--- config.mk ---
export PLATFORM = sky130hd
export DESIGN_NAME = mul_fp32bit
export DESIGN_NICKNAME = d
export VERILOG_FILES = /design/src/rtl/mul_fp32bit_pkg.sv /design/src/rtl/mul_fp32bit.sv
export SDC_FILE = /design/constraint.sdc
export NUM_CORES = 1
export LEC_CHECK = 0
export BUFFER_PORTS_ARGS = -buffer_cell sky130_fd_sc_hd__buf_2
export CORE_ASPECT_RATIO = 1.4
export CORE_MARGIN = 2
export CORE_UTILIZATION = 50
export CTS_CLUSTER_DIAMETER = 60
export CTS_CLUSTER_SIZE = 28
export DETAILED_ROUTE_END_ITERATION = 16
export PLACE_DENSITY = 0.76
export SYNTH_ARGS = -nofsm -noshare
export SYNTH_HDL_FRONTEND = slang
export SYNTH_SLANG_ARGS = --single-unit
export TNS_END_PERCENT = 10
--- constraint.sdc ---
create_clock -name clk -period 8.3 [get_ports clk]
set_clock_uncertainty 0.1 [all_clocks]
set_input_delay 1.245 -clock clk [delete_from_list [all_inputs] [get_ports clk]]
set_output_delay 1.245 -clock clk [all_outputs]
set_load 0.03 [all_outputs]
--- src/rtl/mul_fp32bit_pkg.sv ---
// Shared fixed-point constants and sequencer states for the HDR arithmetic path
// (common to mul_fp32bit and div_fp32bit).
package mul_fp32bit_pkg;

   localparam int unsigned FP_N    = 32;
   localparam int unsigned FP_FRAC = 8;

   typedef enum logic [1:0] {
      IDLE = 2'd0,
      RUN  = 2'd1,
      DONE = 2'd2
   } fp_state_t;

endpackage

--- src/rtl/mul_fp32bit.sv ---
// Sequential unsigned Q(N-FP).FP multiplier: radix-2 shift-add over N cycles,
// truncated result with high-bit overflow flag, divider-compatible handshake.
module mul_fp32bit
   import mul_fp32bit_pkg::*;
#(
   parameter int unsigned N  = FP_N,
   parameter int unsigned FP = FP_FRAC
) (
   input  logic         clk,
   input  logic         rst_n,
   input  logic [N-1:0] A,
   input  logic [N-1:0] B,
   input  logic         valid,
   output logic [N-1:0] OUT,
   output logic         ovrflow,
   output logic         ready,
   output logic         busy
);

   localparam int unsigned CW = $clog2(N);
   localparam logic [CW-1:0] CNT_LAST = CW'(N - 1);

   fp_state_t        state, state_nxt;
   logic [2*N-1:0]   acc;
   logic [2*N-1:0]   a_sh;
   logic [N-1:0]     b_sh;
   logic [CW-1:0]    cnt;

   always_ff @(posedge clk or negedge rst_n) begin
      if (!rst_n) state <= IDLE;
      else        state <= state_nxt;
   end

   always_comb begin
      state_nxt = state;
      busy      = 1'b1;
      unique case (state)
         IDLE: begin
            busy = 1'b0;
            if (valid) state_nxt = RUN;
         end
         RUN:     if (cnt == CNT_LAST) state_nxt = DONE;
         DONE:    state_nxt = IDLE;
         default: state_nxt = IDLE;
      endcase
   end

   always_ff @(posedge clk or negedge rst_n) begin
      if (!rst_n) begin
         acc     <= '0;
         a_sh    <= '0;
         b_sh    <= '0;
         cnt     <= '0;
         OUT     <= '0;
         ovrflow <= 1'b0;
         ready   <= 1'b0;
      end else begin
         ready <= (state == DONE);
         unique case (state)
            IDLE: begin
               if (valid) begin
                  a_sh <= {{N{1'b0}}, A};
                  b_sh <= B;
                  acc  <= '0;
                  cnt  <= '0;
               end
            end
            RUN: begin
               if (b_sh[0]) acc <= acc + a_sh;
               a_sh <= a_sh << 1;
               b_sh <= b_sh >> 1;
               cnt  <= cnt + 1'b1;
            end
            DONE: begin
               // Drop the FP fraction bits; anything above N+FP is lost integer range.
               OUT     <= acc[N+FP-1:FP];
               ovrflow <= |acc[2*N-1:N+FP];
            end
            default: ;
         endcase
      end
   end

endmodule

==> summary.md, run 1 <==
| Metric | Value |
|---|---|
| Status | `finished clean` |
| Internal power | `about 3300 uW` |
| Final ANT Viol Nets | `0` |
| CP Cell Sequence | `ha_1 > inv_1 > fa_1 > nor2b_1 > o2111ai_1 > a21oi_1 > nor3b_2 > o21ai_2 > a41oi_4 > o31ai_4 > a41oi_2 > mux2i_1 > a211o_1` |
| Slew HR | `between 20% and 30%` |
| First-pass GRT wire length | `approximately 48 mm` |
| # hold bufs at CTS | `0` |
| Slew Viols, Final | `0` |
| Post-synth EDFFs | `0` |
| Place WS | `~5.0 ns` |
| Sw Ratio | `between 40% and 50%` |
| Critical path capture point type | `flip-flop` |
| Max incr delay on CP | `around 0.40 ns` |
| Width of the die | `roughly 130 um` |
| Post-Synth Simple-Gate Area | `17.0%` |
| Ys async rst share | `100%` |
| Leakage | `about 0.0056 uW` |
| Post-Syn Nets | `1462` |
| Cell variety after synth | `72` |
| Worst EP arrival | `between 3 and 4 ns` |
| Worst Setup Slack, final | `4.92 ns` |
| Vias post-DR | `9764` |
| Total GRT Usage | `around 23%` |
| Wire length per cell | `~17 um` |
| Hold path depth | `1` |
| WS Path Type | `flip-flop to flip-flop` |
| XOR/XNOR Fraction of Synth Area | `under 10%` |
| Nets | `1502` |
| Hold Path Sink | `cnt[3]` |
| Ys flop type | `dfrtp_1` |
| Total negative slack | `0 ns` |
| Die H | `between 150 and 200 um` |
| Clk buf depth | `3` |
| DRC viols | `0` |
| Site Rows | `66` |
| Post-CTS setup buffer count | `0` |
| Tmin final | `3.38 ns` |
| Gpl congestion | `roughly 0.92` |
| Largest cells by area after synthesis | `dfrtp_1, ha_1, nand2_1` |
| Core area | `around 23000 um^2` |
| Cell Pwr Density | `slightly below 500 nW/um^2` |
| DRT Pass-1 Iters | `5` |
| Flops & latches, synth | `201` |
| FF-to-FF End | `acc[62]` |
| Post-Syn Area | `about 12000 um^2` |
| CP Launch Type | `flip-flop` |
| Port Buffers | `a little over 100` |
| Part of the power in combinational logic | `around 60%` |
| Final Setup Violations | `0` |
| CTS tree | `done` |
| Clk sink count | `about 200` |
| Vias/cell | `5.80` |
| Worst reg2reg path depth | `13` |
| Layout cell share with drive strength beyond 1 | `around 14%` |
| Min-delay src | `cnt[3]` |
| Worst Tran Pin Value | `approximately 1.1 ns` |
| YS warnings | `0` |
| Highest-count cells in the layout ignoring fill and taps | `dfrtp_1, nand2_1, nor2_1, o21ai_0, buf_2` |
| Reg2reg start | `acc[0]` |
| Largest family of logic cells by synthesized area | `compound AO/OA/AOI/OAI gates` |
| Sw power | `about 3000 uW` |
| # diodes | `0` |
| Max Cap Viol | `0` |
| Adder-Cell Fraction of Synth Area | `~7%` |
| Fin crit share | `between 40% and 50%` |
| Worst path slowest cell | `o31ai_4` |
| Skew-Pair Late Insertion Delay | `0.49 ns` |
| Worst vdd ir | `~0.22 mV` |
| Die Area | `24600 um^2` |
| Hold Fails Final Rpt | `0` |
| Pin count of the biggest net entering global routing | `121` |
| DR iter-0 viols | `between 500 and 600` |
| IO Count | `roughly 100` |
| Root Buffer | `clkbuf_16` |
| Reg clk slew, reported paths | `0.09 ns` |
| Avg Synthesized Cell Area | `roughly 8.8 um^2` |
| Commonest non-fill, non-tap cell in the layout | `dfrtp_1` |
| Area Overhead vs Synth | `9.64%` |
| Cts bufs inserted | `14` |
| CP required | `8.59 ns` |
| CP max FO | `4` |
| Highest clock rate | `around 300 MHz` |
| Cell count after synthesis | `1329` |
| Starting Density | `about 51%` |
| Grt ovf | `0` |
| DPL Wire Length | `19.9 mm` |
| CTS resizes | `0` |
| Sequential power share | `28.3%` |
| Fillers | `around 2100` |
| Cell taking the most area after synthesis | `dfrtp_1` |
| Sequential area share after synthesis | `roughly 43%` |
| CTS H-Tree Depth | `1` |
| Vias in the first global route | `around 10000` |
| Initial antenna violation count | `0` |
| Post-synthesis compound-gate area fraction | `21.4%` |
| Worst Hold Class | `flip-flop to flip-flop` |
| Post-synthesis mux area share | `~3.4%` |
| Worst R2R Setup Slack | `around 4.9 ns` |
| RSZ-0062 raised after global routing | `false` |
| Clock power frac | `12.6%` |
| Share of the synthesized area in the top cell type | `about 43%` |
| Routed WL | `between 20 and 30 mm` |
## power by group through the flow
stage	clock network (uW)	logic, uW	registers [uW]
2_1_floorplan	0	2930	1690
3_3_place_gp	0	3560	1770
3_5_place_dp	0	3640	1780
4_1_cts	800	3660	1770
5_1_grt	836	4150	1820
6_report	783	3690	1760
## final cells by class
type	instances	area [um^2]	share of cell area, %
clock buffer	15	375	2.93
clock inverter	9	136	1.06
tap	306	383	2.99
inverter	28	105	0.821
timing repair buffer	108	567	4.43
multi-input combinational	1016	6210	48.5
sequential	201	5030	39.3
## Yosys cell counts, types with 5 or more instances
| cell | number |
|---|---|
| buf_1 | 5 |
| nand2b_1 | 6 |
| o21ai_1 | 10 |
| a31oi_1 | 9 |
| nor2_1 | 166 |
| and2_1 | 7 |
| nand4_1 | 25 |
| o22ai_1 | 63 |
| mux2_2 | 33 |
| nand3_1 | 19 |
| nor4_1 | 9 |
| xor2_1 | 25 |
| a21o_1 | 32 |
| o21bai_1 | 20 |
| and3_1 | 6 |
| ha_1 | 65 |
| inv_1 | 28 |
| xnor2_1 | 29 |
| a21oi_1 | 81 |
| dfrtp_1 | 201 |
| clkbuf_1 | 54 |
| nand2_1 | 193 |
| nor3_1 | 13 |
| o21ai_0 | 128 |
| buf_2 | 21 |
## stage by stage
step	util [%]	area, um^2	total power, uW	instances	hold slack, ns
global placement	53.2	12300	5330	1659	0.360
finish	55.4	12800	6230	1683	0.383
detailed placement	53.2	12300	5420	1659	0.370
floorplan	-	11700	4620	1329	0.349
global route	55.4	12800	6810	1683	0.421
CTS	55.4	12800	6230	1683	0.386
## cell families after synthesis
family / Yosys count
muxes: 35
xor gates and xnor gates: 54
DFF: 201
buffers and inverters: 112
and+or+nand+nor: 462
AOI/OAI and AO/OA: 399
adders and majority gates: 66
## routing by layer
metal  share of wire (%)  track usage [%]  vias to the layer above
met1                  41             27.8                     4684
met2                  52             43.1                      233
met4                 3.7             9.15                        0
met5                   0                0                        -
met3                 3.4             2.11                       73
li1                    -                -                     4774
## how the worst max path moves through the flow
stage               startpoint  slack [ns]  cells past startpoint      end
global route           a_sh[0]        4.68                     13  acc[62]
CTS                    a_sh[0]        4.97                     13  acc[62]
finish                  acc[0]        4.92                     13  acc[62]
detailed placement     a_sh[0]        4.97                     13  acc[62]
global placement         valid        5.01                      8   cnt[2]
floorplan              a_sh[0]        5.33                     13  acc[62]
## flip-flops by register name (all words and copies together) (netlist names)
name,flops
b_sh,32
OUT,32
acc,64
ready,1
state,2
a_sh,64
cnt,5
ovrflow,1
## critical path: cells and delay by family, from the launching register on
family,cells,cell delay [ns]
AO/OA/AOI/OAI,7,1.73
adder cells (fa/ha/maj),2,0.59
buffers and inverters,1,0.07
flip-flops,1,0.37
multiplexers,1,0.15
AND/OR/NAND/NOR,2,0.27
Note: power is estimated with default switching activity, not from simulation.
==> run 2: changes to the inputs <==
==> constraint.sdc (replaced) <==
create_clock -name clk -period 3.3 [get_ports clk]
set_clock_uncertainty 0.1 [all_clocks]
set_input_delay 0.495 -clock clk [delete_from_list [all_inputs] [get_ports clk]]
set_output_delay 0.495 -clock clk [all_outputs]
set_load 0.03 [all_outputs]
==> summary.md, run 2 (same netlist as run 1, synthesis figures left out) <==
| Metric | Value |
|---|---|
| Routed WL | `between 20 and 30 mm` |
| Width of the die | `~130 um` |
| RSZ-0062 raised after global routing | `true` |
| Port Buffers | `approximately 100` |
| Grt ovf | `0` |
| Core area | `around 23000 um^2` |
| Area of the multi-input gates | `6240 um^2` |
| Pin count of the biggest net entering global routing | `slightly below 80` |
| Final ANT Viol Nets | `0` |
| CP required | `roughly 3.6 ns` |
| Wire length per cell | `roughly 17 um` |
| # diodes | `0` |
| Vias in the first global route | `just under 10000` |
| Part of the power in combinational logic | `59.9%` |
| Sw power | `7660 uW` |
| Nets | `about 1500` |
| Worst path slowest cell | `dfrtp_1` |
| Final Setup Violations | `0` |
| Slew Viols, Final | `0` |
| Status | `finished clean` |
| Die H | `roughly 180 um` |
| Tmin final | `approximately 3.1 ns` |
| Hold Fails Final Rpt | `0` |
| DRC viols | `0` |
| Cell Pwr Density | `between 1000 and 1500 nW/um^2` |
| Util after Layout | `a little under three fifths` |
| CP max FO | `4` |
| Storage cell area | `5030 um^2` |
| Leakage | `0.00568 uW` |
| Sw Ratio | `48.0%` |
| Total GRT Usage | `between 20% and 30%` |
| Final cell count without fillers | `around 1700` |
| CTS tree | `done` |
| Root Buffer | `clkbuf_16` |
| Vias post-DR | `9857` |
| CP Cell Sequence | `ha_1 > a211oi_1 > o21ai_0 > nand4_1 > nand3_1 > o21ai_2 > o21bai_1 > a221o_1 > a21oi_1 > xor2_1 > o21ai_1` |
| Site Rows | `66` |
| Dpl cells | `approximately 1700` |
| Highest-count cells in the layout ignoring fill and taps | `dfrtp_1, nand2_1, nor2_1, o21ai_0, buf_2` |
| Die Area | `around 25000 um^2` |
| Worst Hold Class | `input port to flip-flop` |
| Cts bufs inserted | `16` |
| WP buf/inv | `0` |
| Max Cap Viol | `0` |
| Clk sink count | `about 200` |
| Highest clock rate | `approximately 320 MHz` |
| First-pass GRT wire length | `between 40 and 50 mm` |
| Layout cell share with drive strength beyond 1 | `between 10% and 20%` |
| Fin crit share | `~95%` |
| CP Launch Type | `flip-flop` |
| DPL Wire Length | `~21 mm` |
| Fillers | `2102` |
| Clock power frac | `between 10% and 20%` |
| DRT Pass-1 Iters | `7` |
| CP top delay family | `compound AO/OA/AOI/OAI gates` |
| Vias/cell | `~5.8` |
| IO Count | `about 100` |
| WS Path Type | `flip-flop to flip-flop` |
| Gpl congestion | `roughly 0.94` |
| Skew-Pair Late Insertion Delay | `around 0.5 ns` |
| Internal power | `around 8300 uW` |
| DR iter-0 viols | `601` |
| Max incr delay on CP | `0.40 ns` |
| Worst vdd ir | `just over 0.6 mV` |
| Slew HR | `about a third` |
| Clk buf depth | `3` |
| Reg clk slew, reported paths | `~0.080 ns` |
| Commonest non-fill, non-tap cell in the layout | `dfrtp_1` |
| Worst EP arrival | `about 3.4 ns` |
| Total negative slack | `0 ns` |
| Worst Tran Pin Value | `1.03 ns` |
| Critical path capture point type | `flip-flop` |
| Area Overhead vs Synth | `11.2%` |
| Starting Density | `50.5%` |
| Initial antenna violation count | `0` |
| Sequential power share | `between 20% and 30%` |
| Overall power | `approximately 16000 uW` |
| Top Registers | `a_sh: 64 flops, acc: 64 flops` |
| CTS H-Tree Depth | `1` |
[run 2: metrics by stage]
stage | cell area (um^2) | setup WS, ns | hold WS, ns
6_report | 13000 | 0.175 | 0.126
5_1_grt | 13000 | -0.0163 | 0.129
4_1_cts | 12900 | 0.0625 | 0.123
3_5_place_dp | 12400 | 0.120 | 0.369
3_3_place_gp | 12400 | 0.214 | 0.363
2_1_floorplan | 11700 | 0.331 | 0.0994
[run 2: power by group through the flow]
| stage | sequential [uW] | clock, uW | combinational (uW) |
|---|---|---|---|
| floorplan | 4250 | 0 | 7380 |
| global placement | 4420 | 0 | 9180 |
| detailed placement | 4480 | 0 | 9350 |
| CTS | 4440 | 2020 | 9420 |
| global route | 4580 | 2100 | 10700 |
| finish | 4430 | 1970 | 9560 |
[run 2: worst min-delay path: stages]
cell and delay, ns:
buf_2 0.08, nand2_1 0.06, o21ai_0 0.06
[run 2: path summary, 6_finish.rpt]
check	cells past startpoint	slack [ns]	to	from
worst max-delay path	11	0.17	acc[37]	acc[1]
worst min-delay path	3	0.13	b_sh[31]	B[31]
worst max register to register	11	0.17	acc[37]	acc[1]
worst min register to register	2	0.38	ovrflow	ovrflow
max in group asynchronous	3	1.76	acc[40]	rst_n
min in group asynchronous	2	0.46	b_sh[16]	rst_n
[run 2: final cells by class]
class | count | share of cell area, %
Sequential cell | 201 | 38.7
Tap cell | 306 | 2.95
Multi-Input combinational cell | 1016 | 48.1
Clock inverter | 8 | 0.780
Timing Repair Buffer | 121 | 5.42
Clock buffer | 19 | 3.25
Inverter | 28 | 0.809
[run 2: what timing repair did]
item,in CTS,in global routing
buffers inserted,0,2
hold buffers,1,0
resized for setup,0,10
setup endpoints to repair,0,10
hold endpoints to repair,75,0
[run 2: routing by layer]
layer	part of all wire, %	GRT usage [%]	vias to the layer above
met5	0	0	-
met3	3.5	2.65	80
met4	4.0	9.53	0
met1	41	28.1	4745
met2	51	43.5	231
li1	-	-	4801
==> run 3: changes to the inputs <==
--- a/config.mk
+++ b/config.mk
@@ -12,6 +12,7 @@
 export CTS_CLUSTER_DIAMETER = 60
 export CTS_CLUSTER_SIZE = 28
 export DETAILED_ROUTE_END_ITERATION = 16
+export GPL_TIMING_DRIVEN = 0
 export PLACE_DENSITY = 0.76
 export SYNTH_ARGS = -nofsm -noshare
 export SYNTH_HDL_FRONTEND = slang
==> constraint.sdc (replaced) <==
create_clock -name clk -period 3.95 [get_ports clk]
set_clock_uncertainty 0.1 [all_clocks]
set_input_delay 0.5925 -clock clk [delete_from_list [all_inputs] [get_ports clk]]
set_output_delay 0.5925 -clock clk [all_outputs]
set_load 0.03 [all_outputs]
==> summary.md, run 3 (same netlist as run 1, synthesis figures left out) <==
| Metric | Value |
|---|---|
| Status | `finished clean` |
| CP top delay family | `compound AO/OA/AOI/OAI gates` |
| Worst Tran Pin Value | `about 0.8 ns` |
| Worst R2R Setup Slack | `roughly 0.38 ns` |
| Final ANT Viol Nets | `0` |
| GR Util met3 | `2.87%` |
| First-pass GRT wire length | `50.6 mm` |
| Highest-count cells in the layout ignoring fill and taps | `dfrtp_1, nand2_1, nor2_1, o21ai_0, buf_2` |
| Cts bufs inserted | `15` |
| Width of the die | `roughly 130 um` |
| GR peak layer | `met2` |
| # hold bufs at CTS | `1` |
| Fin crit share | `between 90% and 100%` |
| Area Overhead vs Synth | `12.9%` |
| CP Cell Sequence | `ha_1 > inv_1 > fa_1 > nor2b_1 > o2111ai_1 > a21oi_1 > nor3b_2 > o21ai_2 > a41oi_4 > o31ai_4 > a41oi_2 > mux2i_1 > a211o_1` |
| Final cell count without fillers | `roughly 1800` |
| RSZ-0062 raised after global routing | `false` |
| Initial antenna violation count | `0` |
| Gpl congestion | `around 0.94` |
| Storage cell area | `roughly 5000 um^2` |
| Leakage | `~0.0058 uW` |
| Worst Hold Class | `input port to flip-flop` |
| Starting Density | `around 51%` |
| Max incr delay on CP | `between 0.4 and 0.5 ns` |
| Root Buffer | `clkbuf_16` |
| Critical path capture point type | `flip-flop` |
| CTS resizes | `0` |
| Vias in the first global route | `about 10000` |
| Wire length per cell | `between 15 and 20 um` |
| Clk buf depth | `3` |
| Final Setup Violations | `0` |
| DR iter-0 viols | `roughly 700` |
| Skew-Pair Late Insertion Delay | `just over 0.5 ns` |
| Worst Setup Slack, final | `0.380 ns` |
| Core area | `between 20000 and 25000 um^2` |
| Met2 GRT Util | `between 40% and 50%` |
| Tmin final | `3.57 ns` |
| CP Launch Type | `flip-flop` |
| CP required | `approximately 4.3 ns` |
| Highest clock rate | `280 MHz` |
| Site Rows | `66` |
| Vias/cell | `between 5 and 6` |
| Post-CTS setup buffer count | `0` |
| DPL Wire Length | `22.8 mm` |
| Commonest non-fill, non-tap cell in the layout | `dfrtp_1` |
| Slew HR | `47.0%` |
| CTS H-Tree Depth | `1` |
| # diodes | `0` |
| CTS tree | `done` |
| Grt ovf | `0` |
| Clk sink count | `about 200` |
| Routed WL | `roughly 30 mm` |
| Dpl cells | `1737` |
| Nets | `about 1600` |
| Util after Layout | `between 50 and 60%` |
| Area of the multi-input gates | `between 6000 and 7000 um^2` |
| Slew Viols, Final | `0` |
| DRT Pass-1 Iters | `5` |
| DRC viols | `0` |
| Grt met1 use | `between 20% and 30%` |
| WP buf/inv | `1` |
| Place WS | `approximately 0.46 ns` |
| Die Area | `roughly 25000 um^2` |
| Die H | `about 180 um` |
| Max Cap Viol | `0` |
| Cell Pwr Density | `a little over 1000 nW/um^2` |
| WS Path Type | `flip-flop to flip-flop` |
| Fillers | `approximately 2100` |
| Layout cell share with drive strength beyond 1 | `roughly 14%` |
| Top Registers | `a_sh: 64 flops, acc: 64 flops` |
| CP max FO | `4` |
| Worst EP arrival | `about 3.9 ns` |
| Reg clk slew, reported paths | `about 0.090 ns` |
| Vias post-DR | `10200` |
| Hold Fails Final Rpt | `0` |
| Port Buffers | `101` |
| Worst path slowest cell | `o31ai_4` |
| IO Count | `~100` |
| Worst vdd ir | `0.492 mV` |
| Pin count of the biggest net entering global routing | `117` |
| Total GRT Usage | `between 20% and 30%` |
-- run 3: worst register-to-register path: cells and delay by family, from the launching register on --
kind | cells | cell delay, ns
muxes | 1 | 0.17
AOI/OAI and AO/OA | 7 | 1.83
buffers and inverters | 1 | 0.06
adders and majority gates | 2 | 0.59
DFF | 1 | 0.40
and+or+nand+nor | 2 | 0.30
-- run 3: report_power, final --
| group | total (uW) | switching, uW | leakage [uW] | internal, uW |
|---|---|---|---|---|
| logic | 8090 | 4970 | 0.00317 | 3130 |
| registers | 3710 | 724 | 0.00233 | 2980 |
| clock network | 1820 | 811 | 0.000276 | 1010 |
-- run 3: cell type report --
cell class / instances / area share (%)
multi-input cells: 1016 / 46.9
flip-flops and latches: 201 / 38.1
repair buffers: 103 / 4.19
clock buffers: 16 / 2.95
well taps: 306 / 2.90
plain buffers: 84 / 2.77
clock inverters: 10 / 1.39
inverters: 28 / 0.797
-- run 3: through the flow --
step | total power, uW | hold slack (ns) | setup TNS [ns] | instance area (um^2)
after floorplan | 9710 | 0.197 | 0 | 11700
after global placement | 11500 | 0.364 | -228.80 | 12600
after detailed placement | 11700 | 0.375 | 0 | 12600
after CTS | 13600 | 0.229 | 0 | 13200
after global routing | 14900 | 0.237 | 0 | 13200
final | 13600 | 0.234 | 0 | 13200
-- run 3: metal layers --
layer / part of all wire (%) / vias to the layer above
li1: - / 4937
met4: 4.2 / 0
met1: 41 / 4945
met5: 0 / -
met3: 4.0 / 79
met2: 51 / 265
-- run 3: final timing paths --
check,to,from,depth (start not counted)
max,acc[62],a_sh[0],13
min,a_sh[14],A[14],3
max reg2reg,acc[62],a_sh[0],13
min reg2reg,a_sh[57],a_sh[56],2
max in group asynchronous,OUT[25],rst_n,3
min in group asynchronous,b_sh[19],rst_n,2
